==> src/rtl/sign_arbiter_pkg.sv <==
// sign_arbiter_pkg: shared widths, FSM states, +1/-1 sign codes and channel-index width helper
package sign_arbiter_pkg;
  localparam int R = 14;
  localparam int N = 4;
  function automatic int chw(input int n);
    return (n < 2) ? 1 : $clog2(n);
  endfunction
  localparam int CW = chw(N);
  typedef enum logic [1:0] {IDLE, CAPT, RESULT} state_t;
  localparam logic signed [R-1:0] SPOS = R'(1);
  localparam logic signed [R-1:0] SNEG = '1;
  localparam logic signed [1:0] S2POS = 2'b01;
  localparam logic signed [1:0] S2NEG = 2'b11;
endpackage

==> src/rtl/sign_arbiter_if.sv <==
// sign_arbiter_if: requester bus (req/din in; ack, sign_out, sign2, out_ch, out_valid, out_flip, busy out)
interface sign_arbiter_if;
  import sign_arbiter_pkg::*;
  logic [N-1:0] req;
  logic [N*R-1:0] din;
  logic [N-1:0] ack;
  logic signed [R-1:0] sign_out;
  logic signed [1:0] sign2;
  logic [CW-1:0] out_ch;
  logic out_valid;
  logic out_flip;
  logic busy;
  modport master (output req, din, input ack, sign_out, sign2, out_ch, out_valid, out_flip, busy);
  modport slave (input req, din, output ack, sign_out, sign2, out_ch, out_valid, out_flip, busy);
endinterface

==> src/rtl/sign_arbiter_rr_pick.sv <==
// sign_arbiter_rr_pick: combinational round-robin pick (req, mask, ptr in; win, any out), first eligible from ptr wins
module sign_arbiter_rr_pick import sign_arbiter_pkg::*; (
  input  logic [N-1:0]  req,
  input  logic [N-1:0]  mask,
  input  logic [CW-1:0] ptr,
  output logic [CW-1:0] win,
  output logic          any
);
  logic [N-1:0] el;
  assign el = req & mask;
  always_comb begin
    win = '0;
    any = 1'b0;
    for (int k = N - 1; k >= 0; k--) begin
      if (el[CW'((int'(ptr) + k) % N)]) begin
        win = CW'((int'(ptr) + k) % N);
        any = 1'b1;
      end
    end
  end
endmodule

==> src/rtl/sign_arbiter.sv <==
// sign_arbiter: round-robin shared sign unit (clk, rstn, bus slave: req/din in, registered ack/sign/channel/flip/busy out)
module sign_arbiter import sign_arbiter_pkg::*; (
  input logic           clk,
  input logic           rstn,
  sign_arbiter_if.slave bus
);
  localparam logic signed [R-1:0] ZERO = '0;
  state_t state;
  logic [CW-1:0] rr_ptr, g, win;
  logic signed [R-1:0] smp;
  logic [N-1:0] last_neg, mask;
  logic [R-1:0] dv [N];
  logic any, neg;
  for (genvar i = 0; i < N; i++) begin : g_slice
    assign dv[i] = bus.din[i*R +: R];
  end
  assign mask = (state == RESULT) ? ~(N'(1) << g) : '1;
  assign neg = smp < ZERO;
  sign_arbiter_rr_pick u_pick (.req(bus.req), .mask(mask), .ptr(rr_ptr), .win(win), .any(any));
  always_ff @(posedge clk or negedge rstn) begin
    if (!rstn) begin
      state <= IDLE;
      rr_ptr <= '0;
      g <= '0;
      smp <= '0;
      last_neg <= '0;
      bus.ack <= '0;
      bus.sign_out <= SPOS;
      bus.sign2 <= S2POS;
      bus.out_ch <= '0;
      bus.out_valid <= 1'b0;
      bus.out_flip <= 1'b0;
      bus.busy <= 1'b0;
    end else begin
      bus.ack <= '0;
      bus.out_valid <= 1'b0;
      if (state == CAPT) begin
        bus.sign_out <= neg ? SNEG : SPOS;
        bus.sign2 <= neg ? S2NEG : S2POS;
        bus.out_ch <= g;
        bus.out_flip <= neg != last_neg[g];
        last_neg[g] <= neg;
        bus.ack <= N'(1) << g;
        bus.out_valid <= 1'b1;
        state <= RESULT;
      end else if (any) begin
        g <= win;
        smp <= dv[win];
        rr_ptr <= (win == CW'(N - 1)) ? '0 : win + 1'b1;
        state <= CAPT;
        bus.busy <= 1'b1;
      end else begin
        state <= IDLE;
        bus.busy <= 1'b0;
      end
    end
  end
endmodule

==> src/flat_wrapper.sv <==
// flat-port wrapper written by rule: the top's interface ports become plain ports
module sign_arbiter_flat import sign_arbiter_pkg::*;
  (clk, rstn, bus_req, bus_din, bus_ack, bus_sign_out, bus_sign2, bus_out_ch, bus_out_valid, bus_out_flip, bus_busy);
  sign_arbiter_if bus_i ();
  input logic clk;
  input logic rstn;
  input wire logic [$bits(bus_i.req)-1:0] bus_req;
  input wire logic [$bits(bus_i.din)-1:0] bus_din;
  output wire logic [$bits(bus_i.ack)-1:0] bus_ack;
  output wire logic [$bits(bus_i.sign_out)-1:0] bus_sign_out;
  output wire logic [$bits(bus_i.sign2)-1:0] bus_sign2;
  output wire logic [$bits(bus_i.out_ch)-1:0] bus_out_ch;
  output wire logic [$bits(bus_i.out_valid)-1:0] bus_out_valid;
  output wire logic [$bits(bus_i.out_flip)-1:0] bus_out_flip;
  output wire logic [$bits(bus_i.busy)-1:0] bus_busy;
  assign bus_i.req = bus_req;
  assign bus_i.din = bus_din;
  assign bus_ack = bus_i.ack;
  assign bus_sign_out = bus_i.sign_out;
  assign bus_sign2 = bus_i.sign2;
  assign bus_out_ch = bus_i.out_ch;
  assign bus_out_valid = bus_i.out_valid;
  assign bus_out_flip = bus_i.out_flip;
  assign bus_busy = bus_i.busy;
  sign_arbiter u_core (.clk(clk), .rstn(rstn), .bus(bus_i));
endmodule
==> config.mk <==
export PLATFORM = sky130hd
export DESIGN_NAME = sign_arbiter_flat
export DESIGN_NICKNAME = d
export VERILOG_FILES = /design/src/rtl/sign_arbiter_pkg.sv /design/src/rtl/sign_arbiter_if.sv /design/src/rtl/sign_arbiter_rr_pick.sv /design/src/rtl/sign_arbiter.sv /design/src/flat_wrapper.sv
export SDC_FILE = /design/constraint.sdc
export NUM_CORES = 1
export LEC_CHECK = 0
export BUFFER_PORTS_ARGS = -buffer_cell sky130_fd_sc_hd__buf_2
export CELL_PAD_IN_SITES_DETAIL_PLACEMENT = 0
export CELL_PAD_IN_SITES_GLOBAL_PLACEMENT = 1
export CORE_ASPECT_RATIO = 1.75
export CORE_MARGIN = 10
export CORE_UTILIZATION = 25
export DETAILED_ROUTE_END_ITERATION = 8
export GPL_TIMING_DRIVEN = 0
export PLACE_DENSITY = 0.77
export SYNTH_ARGS = -nofsm -noshare
export SYNTH_HDL_FRONTEND = slang
export SYNTH_SLANG_ARGS = --single-unit
==> constraint.sdc <==
create_clock -name clk -period 1.9 [get_ports clk]
set_clock_uncertainty 0.1 [all_clocks]
set_input_delay 0.19 -clock clk [delete_from_list [all_inputs] [get_ports clk]]
set_output_delay 0.19 -clock clk [all_outputs]
set_load 0.02 [all_outputs]
==> metrics.yaml <==
internal_power_mw: 1.78
violations: "negative setup slack"
die_width_um: 70.6
status: "complete, but fails checks"
cp-startpoint: "u_core.g[0]$_DFFE_PN0P_"
hold_slack_ns: 0.135
post-route-cell-area_um2: 1580
netlist.top_cell.by_area: "dfrtp_1"
vias: 894
hold_violations: 0
async_reset_ff_frac: 1.00
drt_iter0_drc: 10
finalWirelength_um: 2560
first_pass_iters: 3
dp_slack_ns: -0.239
drt-vias-per-instance: 4.54
ys_seq_area_frac: 0.447
synthDistinctLibCells: 39
dpl_cell_area_um2: 1380
clock_latency_ns: 0.25
fp-row-count: 32
drv_slew: 0
synthTopCellsByArea: "dfrtp_1 (45%), buf_4 (11%), mux2_2 (4.0%)"
path_max_fanout: 8
fin_crit_sh: 1.08
setup_viol: 5
grt_usage: 0.0662
max_freq_mhz: 489
grt_max_degree: 21
synth_most_common_cell: "dfrtp_1"
clock_power_share: 0.104
cts.htree.levels: 1
nNetsFinal: 209
combPwrFrac: 0.617
critPathCapture: "u_core.smp[13]$_DFFE_PN0P_"
synthFlopType: "dfrtp_1"
grt_pass1_vias: 930
fin_setup_tns_ns: -0.444
power.leakage_nw: 0.758
r2r_cells: 6
cts_root_buf: "clkbuf_8"
drv_cap: 0
antenna_found_initial: 0
synthesis.area_um2: 1120
n_antenna_cell: 0
areaGrowthSynthToFinish_pct: 40.8
required_ns: 1.97
boundaryPins: 87
seq_power_share: 0.279
period_needed_ns: 2.04
cp-end-kind: "flip-flop"
vdd_drop_max_mv: 0.953
fin_cells: 197
holdPathStages: 3
r2r_setup_slack_ns: -0.14
power_switching_mw: 1.24
synthCells: 100
syn_avg_cell_area_um2: 11.2
clkSinkCount: 20
hold_path_class: "in -> reg"
fin_ws_ns: -0.143
grt.overflow.total: 0
hpwl_um: 1980
io_buffer_count: 32
drive_gt1_frac: 0.630
die_y_um: 108
gp_congestion: 0.703
cts_tree: "yes"
path_clk_slew_ns: 0.07
synth-edff-count: 0
dpl.cell_count: 184
r2r-start: "u_core.g[0]$_DFFE_PN0P_"
clockBufferDepth: 2
synth_top_area_frac: 0.447
startpoint_type: "flip-flop"
grt_pass1_wl_um: 4350
cp.arrival_ns: 2.12
synth_commonest_cells: "dfrtp_1 (20), buf_4 (16), nand2_1 (11)"
start_util: 0.256
ys_ff_latch: 20
routedWlPerCell_um: 13.0
power.density_nw_per_um2: 1920
die-area_um2: 7660
fillers: 431
ys_warn_count: 0
route.detailed.drc: 0
detail-route-antenna-nets: 0
r2r_end: "u_core.smp[13]$_DFFE_PN0P_"
netSwitchingFraction: 0.410
rsz0062_at_grt: "true"
coreArea_um2: 4360
criticalPathCategory: "reg -> reg"
numCtsBuffers: 3
[flip-flops by register name, indices dropped and copies added, names as in the netlist]
register	count
u_core.bus.busy	1
u_core.bus.sign_out	1
u_core.bus.out_valid	1
u_core.state	1
u_core.bus.ack	4
u_core.g	2
u_core.bus.out_ch	2
u_core.bus.out_flip	1
u_core.smp	1
u_core.rr_ptr	2
u_core.last_neg	4
[cells in the final DEF (no fill, tap or decap), types with 3 or more instances in the layout]
cell       n
buf_2     33
dfrtp_2    4
dfrtp_1   16
inv_1      3
o21ai_0    4
mux2_2     4
buf_4     22
buf_6      3
nor2_1     4
nand2_1   10
clkbuf_8   4
[logic make-up (layout without fill, tap and decap cells)]
family | Yosys count | after routing | synth area share
simple gates | 31 | 31 | 0.182
buf+inv | 22 | 67 | 0.135
flops | 20 | 20 | 0.447
compound gates | 17 | 17 | 0.132
mux | 8 | 8 | 0.0917
other cells | 1 | 2 | 0.00335
xor+xnor | 1 | 1 | 0.00783
[power by group through the flow]
stage / logic [mW] / clock network (mW) / registers [mW]
floorplan: 1.11 / 0 / 0.908
global placement: 1.58 / 0 / 0.814
detailed placement: 1.61 / 0 / 0.833
CTS: 1.78 / 0.323 / 0.838
global route: 2.01 / 0.341 / 0.876
finish: 1.86 / 0.313 / 0.843
[stage by stage]
stage	power (mW)	utilization
after floorplan	2.02	-
after global placement	2.40	0.316
after detailed placement	2.45	0.316
after CTS	2.94	0.350
after global routing	3.23	0.361
final	3.02	0.361
[metal layers]
layer	GRT usage	wire [µm]	vias to the layer above	part of all wire
met3	0.0294	265	4	0.10
met2	0.119	1280	33	0.50
met4	0.0208	23	0	0.0090
met5	0	0	-	0
li1	-	-	431	-
met1	0.0672	989	426	0.39
[final cells by class]
class                   instances  area, µm²  area share
multi-input cells              59        562       0.357
flip-flops and latches         20        505       0.321
repair buffers                 41        234       0.149
plain buffers                  18        140      0.0890
well taps                      51       63.8      0.0405
clock buffers                   4       55.1      0.0349
inverters                       4       15.0     0.00953
[how the worst min path moves through the flow]
stage                           start  slack [ns]                     endpoint
after floorplan                  rstn       -0.21  u_core.bus.ack[0]$_DFF_PN0_
after global placement           rstn        0.05  u_core.bus.busy$_DFFE_PN0N_
after detailed placement         rstn        0.06  u_core.bus.busy$_DFFE_PN0N_
after CTS                 bus_din[13]        0.13   u_core.smp[13]$_DFFE_PN0P_
after global routing      bus_din[41]        0.16   u_core.smp[13]$_DFFE_PN0P_
final                     bus_din[13]        0.14   u_core.smp[13]$_DFFE_PN0P_
[critical path, stage by stage (launching register included)]
cell and delay (ns):
dfrtp_1 0.37, buf_6 0.14, or4b_4 0.58, nand3b_4 0.11, a21oi_4 0.06, or3b_4 0.42, o221ai_2 0.19
[what timing repair did]
item                                    in CTS  in global routing
hold endpoints to repair                    20                  0
pin swaps                                    8                 10
hold buffers                                 1                  0
setup buffers                                5                  3
gates cloned                                 0                  0
gates resized for setup                      9                 10
endpoints found under the setup margin       5                  7
(Power assumes the default switching activity.)
